===== src/rtl/dmem_access_controller_if.sv =====
// Data-memory request/response bus between the access controller (master)
// and the memory (slave): one valid/ready request channel, one valid-only response.
interface dmem_access_controller_if #(
  parameter int DATA_BITS = 32,
  parameter int ADDR_BITS = 32
);
  logic                   dmem_req_valid;
  logic                   dmem_req_ready;
  logic [ADDR_BITS-1:0]   dmem_req_addr;
  logic                   dmem_req_we;
  logic [DATA_BITS/8-1:0] dmem_req_wstrb;
  logic [DATA_BITS-1:0]   dmem_req_wdata;
  logic                   dmem_resp_valid;
  logic [DATA_BITS-1:0]   dmem_resp_data;

  modport master (
    output dmem_req_valid, dmem_req_addr, dmem_req_we, dmem_req_wstrb, dmem_req_wdata,
    input  dmem_req_ready, dmem_resp_valid, dmem_resp_data
  );

  modport slave (
    input  dmem_req_valid, dmem_req_addr, dmem_req_we, dmem_req_wstrb, dmem_req_wdata,
    output dmem_req_ready, dmem_resp_valid, dmem_resp_data
  );
endinterface


===== src/rtl/dmem_access_controller.sv =====
// Sequences stage-2 loads/stores onto the dmem bus and hands load words to stage 3.
// Optional DMEM_MISALIGN_TRAP_EN: traps misaligned half/word ops instead of issuing them.
module dmem_access_controller #(
  parameter int DATA_BITS      = 32,
  parameter int ADDR_BITS      = 32,
  parameter int TIMEOUT_CYCLES = 64
) (
  input  logic                 clk,
  input  logic                 reset,
  input  logic                 s2_mem_valid,
  input  logic                 s2_mem_we,
  input  logic [2:0]           s2_funct3,
  input  logic [ADDR_BITS-1:0] s2_addr,
  input  logic [DATA_BITS-1:0] s2_wdata,
  output logic                 stall,
  dmem_access_controller_if.master dmem,
  output logic [DATA_BITS-1:0] s3_rdata,
  output logic [2:0]           s3_rdata_sel,
  output logic [1:0]           byte_select,
  output logic                 s3_load_valid,
  output logic                 bus_err
`ifdef DMEM_MISALIGN_TRAP_EN
  ,
  output logic                 misalign
`endif
);

  localparam logic [2:0] S3_RDATA_SEL_PASSTHROUGH          = 3'd0;
  localparam logic [2:0] S3_RDATA_SEL_LOW_BYTE             = 3'd1;
  localparam logic [2:0] S3_RDATA_SEL_LOW_BYTE_SIGNED      = 3'd2;
  localparam logic [2:0] S3_RDATA_SEL_LOW_HALF_WORD        = 3'd3;
  localparam logic [2:0] S3_RDATA_SEL_LOW_HALF_WORD_SIGNED = 3'd4;

  localparam int STRB_BITS = DATA_BITS / 8;
  localparam int CNT_BITS  = (TIMEOUT_CYCLES > 1) ? $clog2(TIMEOUT_CYCLES) : 1;

  typedef enum logic [1:0] {IDLE, REQ, WAIT_RESP, DONE} state_t;

  state_t              state;
  logic [CNT_BITS-1:0] timeout_cnt;
  logic                misaligned_op;

  function automatic logic [2:0] load_sel(input logic [2:0] funct3);
    case (funct3)
      3'b000:  load_sel = S3_RDATA_SEL_LOW_BYTE_SIGNED;
      3'b100:  load_sel = S3_RDATA_SEL_LOW_BYTE;
      3'b001:  load_sel = S3_RDATA_SEL_LOW_HALF_WORD_SIGNED;
      3'b101:  load_sel = S3_RDATA_SEL_LOW_HALF_WORD;
      default: load_sel = S3_RDATA_SEL_PASSTHROUGH;
    endcase
  endfunction

  // Upper strobe bits of a half-word at offset 3 fall off the 4-lane word.
  function automatic logic [STRB_BITS-1:0] store_strobe(input logic [2:0] funct3,
                                                        input logic [1:0] off);
    case (funct3[1:0])
      2'b00:   store_strobe = STRB_BITS'(1) << off;
      2'b01:   store_strobe = STRB_BITS'(3) << off;
      default: store_strobe = '1;
    endcase
  endfunction

`ifdef DMEM_MISALIGN_TRAP_EN
  always_comb begin
    misaligned_op = 1'b0;
    case (s2_funct3[1:0])
      2'b01:   misaligned_op = s2_addr[0];
      2'b10:   misaligned_op = (s2_addr[1:0] != 2'b00);
      default: misaligned_op = 1'b0;
    endcase
  end
`else
  assign misaligned_op = 1'b0;
`endif

  always_comb begin
    stall = 1'b0;
    case (state)
      IDLE:           stall = s2_mem_valid && !misaligned_op;
      REQ, WAIT_RESP: stall = 1'b1;
      default:        stall = 1'b0;
    endcase
  end

  always_ff @(posedge clk) begin
    if (reset) begin
      state               <= IDLE;
      timeout_cnt         <= '0;
      dmem.dmem_req_valid <= 1'b0;
      dmem.dmem_req_addr  <= '0;
      dmem.dmem_req_we    <= 1'b0;
      dmem.dmem_req_wstrb <= '0;
      dmem.dmem_req_wdata <= '0;
      s3_rdata            <= '0;
      s3_rdata_sel        <= S3_RDATA_SEL_PASSTHROUGH;
      byte_select         <= 2'b00;
      s3_load_valid       <= 1'b0;
      bus_err             <= 1'b0;
`ifdef DMEM_MISALIGN_TRAP_EN
      misalign            <= 1'b0;
`endif
    end else begin
      s3_load_valid <= 1'b0;
      bus_err       <= 1'b0;
`ifdef DMEM_MISALIGN_TRAP_EN
      misalign      <= (state == IDLE) && s2_mem_valid && misaligned_op;
`endif
      case (state)
        IDLE: begin
          if (s2_mem_valid && !misaligned_op) begin
            dmem.dmem_req_valid <= 1'b1;
            dmem.dmem_req_addr  <= {s2_addr[ADDR_BITS-1:2], 2'b00};
            dmem.dmem_req_we    <= s2_mem_we;
            dmem.dmem_req_wstrb <= s2_mem_we ? store_strobe(s2_funct3, s2_addr[1:0]) : '0;
            dmem.dmem_req_wdata <= s2_wdata << {s2_addr[1:0], 3'b000};
            s3_rdata_sel        <= load_sel(s2_funct3);
            byte_select         <= s2_addr[1:0];
            state               <= REQ;
          end
        end
        // Stores are posted: the handshake alone completes them.
        REQ: begin
          if (dmem.dmem_req_ready) begin
            dmem.dmem_req_valid <= 1'b0;
            timeout_cnt         <= '0;
            state               <= dmem.dmem_req_we ? DONE : WAIT_RESP;
          end
        end
        WAIT_RESP: begin
          if (dmem.dmem_resp_valid) begin
            s3_rdata      <= dmem.dmem_resp_data;
            s3_load_valid <= 1'b1;
            state         <= DONE;
          end else if ((TIMEOUT_CYCLES != 0) && (32'(timeout_cnt) == TIMEOUT_CYCLES - 1)) begin
            s3_rdata <= '0;
            bus_err  <= 1'b1;
            state    <= DONE;
          end else begin
            timeout_cnt <= timeout_cnt + CNT_BITS'(1);
          end
        end
        default: state <= IDLE;
      endcase
    end
  end

endmodule


===== src/flat_wrapper.sv =====
// flat-port wrapper written by rule: the top's interface ports become plain ports
module dmem_access_controller_flat 
#(
  parameter int DATA_BITS      = 32,
  parameter int ADDR_BITS      = 32,
  parameter int TIMEOUT_CYCLES = 64
)
  (clk, reset, s2_mem_valid, s2_mem_we, s2_funct3, s2_addr, s2_wdata, stall, s3_rdata, s3_rdata_sel, byte_select, s3_load_valid, bus_err, dmem_dmem_req_valid, dmem_dmem_req_addr, dmem_dmem_req_we, dmem_dmem_req_wstrb, dmem_dmem_req_wdata, dmem_dmem_req_ready, dmem_dmem_resp_valid, dmem_dmem_resp_data);
  dmem_access_controller_if #(.DATA_BITS(DATA_BITS), .ADDR_BITS(ADDR_BITS)) dmem_i ();
  input  logic clk;
  input  logic reset;
  input  logic s2_mem_valid;
  input  logic s2_mem_we;
  input  logic [2:0] s2_funct3;
  input  logic [ADDR_BITS-1:0] s2_addr;
  input  logic [DATA_BITS-1:0] s2_wdata;
  output logic stall;
  output logic [DATA_BITS-1:0] s3_rdata;
  output logic [2:0] s3_rdata_sel;
  output logic [1:0] byte_select;
  output logic s3_load_valid;
  output logic bus_err;
  output wire logic [$bits(dmem_i.dmem_req_valid)-1:0] dmem_dmem_req_valid;
  output wire logic [$bits(dmem_i.dmem_req_addr)-1:0] dmem_dmem_req_addr;
  output wire logic [$bits(dmem_i.dmem_req_we)-1:0] dmem_dmem_req_we;
  output wire logic [$bits(dmem_i.dmem_req_wstrb)-1:0] dmem_dmem_req_wstrb;
  output wire logic [$bits(dmem_i.dmem_req_wdata)-1:0] dmem_dmem_req_wdata;
  input wire logic [$bits(dmem_i.dmem_req_ready)-1:0] dmem_dmem_req_ready;
  input wire logic [$bits(dmem_i.dmem_resp_valid)-1:0] dmem_dmem_resp_valid;
  input wire logic [$bits(dmem_i.dmem_resp_data)-1:0] dmem_dmem_resp_data;
  assign dmem_dmem_req_valid = dmem_i.dmem_req_valid;
  assign dmem_dmem_req_addr = dmem_i.dmem_req_addr;
  assign dmem_dmem_req_we = dmem_i.dmem_req_we;
  assign dmem_dmem_req_wstrb = dmem_i.dmem_req_wstrb;
  assign dmem_dmem_req_wdata = dmem_i.dmem_req_wdata;
  assign dmem_i.dmem_req_ready = dmem_dmem_req_ready;
  assign dmem_i.dmem_resp_valid = dmem_dmem_resp_valid;
  assign dmem_i.dmem_resp_data = dmem_dmem_resp_data;
  dmem_access_controller #(.DATA_BITS(DATA_BITS), .ADDR_BITS(ADDR_BITS), .TIMEOUT_CYCLES(TIMEOUT_CYCLES)) u_core (.clk(clk), .reset(reset), .s2_mem_valid(s2_mem_valid), .s2_mem_we(s2_mem_we), .s2_funct3(s2_funct3), .s2_addr(s2_addr), .s2_wdata(s2_wdata), .stall(stall), .dmem(dmem_i), .s3_rdata(s3_rdata), .s3_rdata_sel(s3_rdata_sel), .byte_select(byte_select), .s3_load_valid(s3_load_valid), .bus_err(bus_err));
endmodule

===== config.mk =====
export PLATFORM = sky130hd
export DESIGN_NAME = dmem_access_controller_flat
export DESIGN_NICKNAME = d
export VERILOG_FILES = /design/src/rtl/dmem_access_controller_if.sv /design/src/rtl/dmem_access_controller.sv /design/src/flat_wrapper.sv
export SDC_FILE = /design/constraint.sdc
export NUM_CORES = 1
export LEC_CHECK = 0
export BUFFER_PORTS_ARGS = -buffer_cell sky130_fd_sc_hd__buf_2
export CAP_MARGIN = 20
export CORE_ASPECT_RATIO = 0.6
export CORE_MARGIN = 2
export CORE_UTILIZATION = 46
export DETAILED_ROUTE_END_ITERATION = 8
export PLACE_DENSITY = 0.84
export SETUP_SLACK_MARGIN = 0.4
export SLEW_MARGIN = 10
export SYNTH_ARGS = -nofsm -noshare
export SYNTH_HDL_FRONTEND = slang
export SYNTH_SLANG_ARGS = --single-unit

===== constraint.sdc =====
create_clock -name clk -period 2.01 [get_ports clk]
set_input_delay 0.3015 -clock clk [delete_from_list [all_inputs] [get_ports clk]]
set_output_delay 0.3015 -clock clk [all_outputs]
set_load 0.05 [all_outputs]

## After elaboration in Yosys (flattened, before gate mapping)

Cells that the tools add are included.

- Flip-flop bits (word level): 115
- Output and inout bits: 110
- Logic and storage cells: 64

- $add $sub $neg: 1
- Equal/unequal tests: 12
- Shift-type cells: 3
- Mux-type cells: 21
- Bitwise logic cells: 1
- Reduce and logical (&&, ||, !) cells: 14

Operators by type and width:

| kind | number |
|---|---|
| 32-bit two-way mux | 2 |
| 32-bit by 5-bit left shift with 32-bit output | 1 |
| 6-bit two-way mux | 3 |
| 3-bit case mux with 4 select lines | 1 |
| 6-bit case mux with 2 select lines | 1 |
| 2-bit two-way mux | 4 |
| 2-bit inequality test (second input constant) | 4 |
| 4-bit case mux with 2 select lines | 1 |
| 6-bit by 1-bit adder with 6-bit output (second input constant) | 1 |
| 3-bit equality test (second input constant) | 2 |
| 6-bit equality test (second input constant) | 1 |
| 2-bit case mux with 3 select lines | 1 |
| 3-bit AND reduction | 2 |
| 2-bit nonzero test | 3 |
| 1-bit two-way mux | 5 |
| 2-bit by 1-bit equality test with 1-bit output (second input constant) | 2 |
| 2-bit zero test | 2 |
| 4-bit two-way mux | 1 |
| 1-bit case mux with 2 select lines | 2 |
| 2-bit AND reduction | 2 |
| 4-bit AND reduction | 1 |
| 2-bit OR reduction | 2 |
| 1-bit by 2-bit left shift with 4-bit output (first input constant) | 1 |
| 2-bit by 2-bit left shift with 4-bit output (first input constant) | 1 |
| 6 further kinds | 6 |

## Longest topological paths before layout

- Word-level depth: 4
- Gate-level depth with buffers: 7
- Gate-level depth less buffers: 6

## Least setup slack after synthesis

Ideal clock, no wire load.

- Kind: register -> output
- Start point: register u_core.state[0]
- End point: output port stall
- Arrival: 1902 ps
- Path slack: -194 ps
- Cell stages (with the launch flop): 8
- Buffers on the path: 2
- Cell sequence: dfxtp_1 > inv_1 > ha_1 > and2_1 > clkbuf_1 > clkbuf_1 > nor2_1 > nor2_1

- Longest elaborated chain between the ends: 3
- Elaborated cells on any way between the ends: 5
- Classes of those cells: eq/ne: 2; mux: 1; reduce/logical: 2

Ends and longest elaborated chain:

| item | line | RTL |
|---|---|---|
| from (decl) | dmem_access_controller.sv:39 | `state_t state;` |
| from (signal assigned) | dmem_access_controller.sv:126 | `state <= dmem.dmem_req_we ? DONE : WAIT_RESP;` |
| 2-bit by 1-bit equality test with 1-bit output or 2-bit equality test (tied branches) | dmem_access_controller.sv:78 | `case (state)` |
| 2-bit OR reduction | dmem_access_controller.sv:78 |  |
| 1-bit case mux with 2 select lines * | dmem_access_controller.sv:78 |  |
| to (decl) | flat_wrapper.sv:17 | `output logic stall;` |

Mark *: on every way between the ends. The rest lies on a longest branch, timed or not.

## Final worst setup path

Same ends and word-level chain as after synthesis.

==> summary.txt <==
Outcome
  • Run status: completed

Placed design
  • DP Wirelength: 9888 um
  • GP Congestion: 0.8875
  • Port bufs: 212
  • Placed insts: 819

Timing
  • Min cycle time layout: 1725 ps
  • Setup TNS: 0 ps
  • Slew @ Worst Pin: 634.5 ps
  • Endpoints failing setup: 0
  • RSZ-0062 raised after global routing: yes
  • Final worst-path cycle share: 85.83%
  • Slew HR: 57.61%
  • Fmax: 579.6 MHz
  • Slew Viols, Final: 0
  • Final Hold Viols: 0
  • Clock skew: 9.354 ps

Critical path
  • Arrival time worst endpoint: 1420 ps
  • Largest stage delay on the critical path: 360 ps
  • Crit. End Element: output port
  • Crit-path max FO: 3
  • CP max stage cell: dfxtp_2
  • Crit start category: flip-flop
  • Most used cell, CP: nor2_4
  • Reg2reg start: u_core.state[0]
  • CP Class: reg2out
  • Worst r2r dst: u_core.state[0]
  • R2R depth: 8
  • WP data required: 1710 ps
  • Setup slack, reg-to-reg: 350 ps
  • Worst path cell trace: inv_2 -> ha_4 -> and2_4 -> nor2_4 -> nor2_4 -> buf_8

Global routing
  • Vias in the first global route: 4444
  • GRT Total Usage: 25.84%
  • Total grt overflow: 0
  • Antenna violations before repair: 0
  • Global-route wire length before repair: 21790 um
  • Largest net degree at the start of global routing: 81

Yosys
  • Top cell type by total area after synthesis: dfxtp_1
  • Post-synth top area share: 51.01%
  • Ys Warns: 0
  • Yosys cell types: 40
  • Synth Instances: 504
  • Synth top area cells: dfxtp_1, nand2_1, a22o_1
  • Synthesis-stage register bit count: 115
  • Seq/Total Area, Yosys: 51.01%
  • Synthesized cell area: 0.004513 sq mm
  • Mapped Avg Cell Area: 8.955 sq um

Routing
  • Vias per cell: 5.347
  • Total wire length: 14070 um
  • Vias: 4593
  • Post-route ant nets: 0
  • Wire length per cell: 16.38 um
  • DR iter-0 viols: 382
  • DRC violation count after routing: 0
  • Detailed Routing Iterations Pass 1: 5

Clocking
  • Worst-Skew Late Latency: 400 ps
  • CTS tree: yes
  • Clock slew at reported path FFs: 50 ps
  • Clk sink count: 115
  • H-tree depth: 4
  • Max Root-Sink Buffers: 2
  • CTS Buf Count: 17
  • Clock root buffer: clkbuf_16

Layout
  • Area Overhead vs Synth: 44.22%
  • Net count, final: 826
  • Inserted Diodes: 0
  • Finished Layout Cells: 859
  • Finished Core Util: 69.55%
  • Layout cell share with drive strength beyond 1: 41.02%
  • # fillers: 740

Job
  • Maxcap violations: 0

Worst hold path
  • Hold WC Path Type: in2reg
  • Startpoint of the worst hold path: dmem_dmem_resp_data[13]
  • Hold Path Sink: u_core.s3_rdata[13]
  • Hold depth: 2

Floorplanning
  • Initial core utilization: 48.23%
  • DIE HEIGHT: 80.73 um
  • Die ar.: 0.01065 sq mm
  • Num rows: 27
  • IO Pins: 215
  • Core outline area: 0.009358 sq mm
  • Die X: 131.9 um

Power
  • Worst VDD drop: 0.0007902 V
  • Pwr/cell area: 1465 mW/mm^2
  • Leakage: 3.046 nW
==> per-stage QoR <==
stage | area (sq um) | hold WS, ps | worst slack, ps | power (mW)
after floorplan | 4541 | 434.2 | 378.3 | 5.233
after global placement | 5704 | 438.6 | 286.3 | 5.985
after detailed placement | 5704 | 444.3 | 150.5 | 6.081
after CTS | 6442 | 102.7 | 267.1 | 9.467
after global routing | 6509 | 97.59 | 246.3 | 9.966
final | 6509 | 121.5 | 284.8 | 9.537
==> report_power, final <==
group          internal (mW)  total, mW  switching [mW]
sequential              2.64       2.84           0.199
combinational           1.12       3.61            2.49
clock                   2.05       3.09            1.04
==> state kept, by name (all words and copies together) (netlist names) <==
signal and flops:
u_core.bus_err 1, u_core.byte_select 2, u_core.dmem.dmem_req_addr 30, u_core.dmem.dmem_req_valid 1
u_core.dmem.dmem_req_wdata 32, u_core.dmem.dmem_req_we 1, u_core.dmem.dmem_req_wstrb 4, u_core.s3_load_valid 1
u_core.s3_rdata 32, u_core.s3_rdata_sel 3, u_core.state 2, u_core.timeout_cnt 6
==> repair_timing <==
action                                  4_1_cts  5_1_grt
gates resized for setup                      21       14
pin swaps                                     6        5
buffers inserted                              7        1
hold buffers                                  0        0
endpoints found under the setup margin       88       75
==> worst max-delay path by stage <==
| stage | startpoint | endpoint | slack (ps) | cells past startpoint |
|---|---|---|---|---|
| global placement | u_core.state[0] | u_core.dmem.dmem_req_wdata[7] | 290 | 6 |
| detailed placement | u_core.state[1] | u_core.dmem.dmem_req_wdata[2] | 150 | 6 |
| floorplan | u_core.state[1] | stall | 380 | 7 |
| finish | u_core.state[0] | stall | 280 | 6 |
| global route | u_core.state[0] | stall | 250 | 6 |
| CTS | u_core.state[0] | stall | 270 | 6 |
==> metal layers <==
| metal | vias to the layer above | track usage (%) | share of wire [%] |
|---|---|---|---|
| li1 | 2198 | - | - |
| met1 | 2166 | 32.03 | 42 |
| met2 | 211 | 42.34 | 48 |
| met3 | 18 | 8.838 | 8.5 |
| met4 | 0 | 9.457 | 1.4 |
| met5 | - | 0 | 0 |
==> Yosys cell counts <==
| library cell | instances |
|---|---|
| o21bai_1 | 2 |
| nor3_1 | 12 |
| nand3b_1 | 2 |
| clkinv_1 | 1 |
| a311oi_1 | 1 |
| buf_1 | 3 |
| xor2_1 | 1 |
| a2bb2oi_1 | 1 |
| nor2_1 | 42 |
| a31oi_1 | 1 |
| buf_2 | 13 |
| nand3_1 | 3 |
| a21oi_1 | 53 |
| a41oi_1 | 2 |
| a211oi_1 | 11 |
| o32ai_1 | 2 |
| clkbuf_1 | 22 |
| o211ai_1 | 11 |
| nand4_1 | 3 |
| mux2_2 | 9 |
| mux2i_1 | 16 |
| nand4b_1 | 1 |
| nand2b_1 | 3 |
| o21ai_0 | 6 |
| nor3b_2 | 1 |
| or4_1 | 2 |
| a22oi_1 | 17 |
| conb_1 | 1 |
| nor2b_1 | 3 |
| and3_2 | 1 |
| buf_4 | 2 |
| and2_1 | 1 |
| and3_1 | 1 |
| o21ba_2 | 1 |
| a22o_1 | 32 |
| or3b_2 | 1 |
| ha_1 | 5 |
| dfxtp_1 | 115 |
| nand2_1 | 94 |
| inv_1 | 6 |
==> layout by cell type, fill, tap and decap left out, types with 4 or more instances in the layout <==
cell type	n
dfxtp_1	112
buf_4	12
nand2_1	92
nor2_1	39
a211oi_1	11
buf_2	211
mux2_2	8
o211ai_1	11
o21ai_0	5
mux2i_1	16
a21oi_1	52
buf_6	4
clkbuf_16	17
a22o_1	32
a22oi_1	17
nor3_1	11
==> kinds of logic after synthesis <==
kind of cell	Yosys count	synth area share [%]
AO/OA/AOI/OAI	140	21.10
XOR/XNOR	1	0.1941
adder cells (fa/ha/maj)	5	1.386
buffers and inverters	47	4.436
flip-flops	115	51.01
multiplexers	25	5.794
other	1	0.08309
AND/OR/NAND/NOR	170	16.00
==> area by class of cell <==
class                   count  area (sq um)  area share [%]
flip-flops and latches    115          2306           35.43
multi-input cells         343          2115           32.49
repair buffers            232          1276           19.61
clock buffers              20         466.7           7.170
well taps                 130         162.7           2.499
clock inverters            12         153.9           2.364
inverters                   7         28.78          0.4421
==> worst max-delay path, delay by kind of cell, from the launching register on <==
family	cells	cell delay, ps
DFF	1	360
and+or+nand+nor	3	310
adders and majority gates	1	160
buffers and inverters	2	200
(Power assumes the default switching activity.)
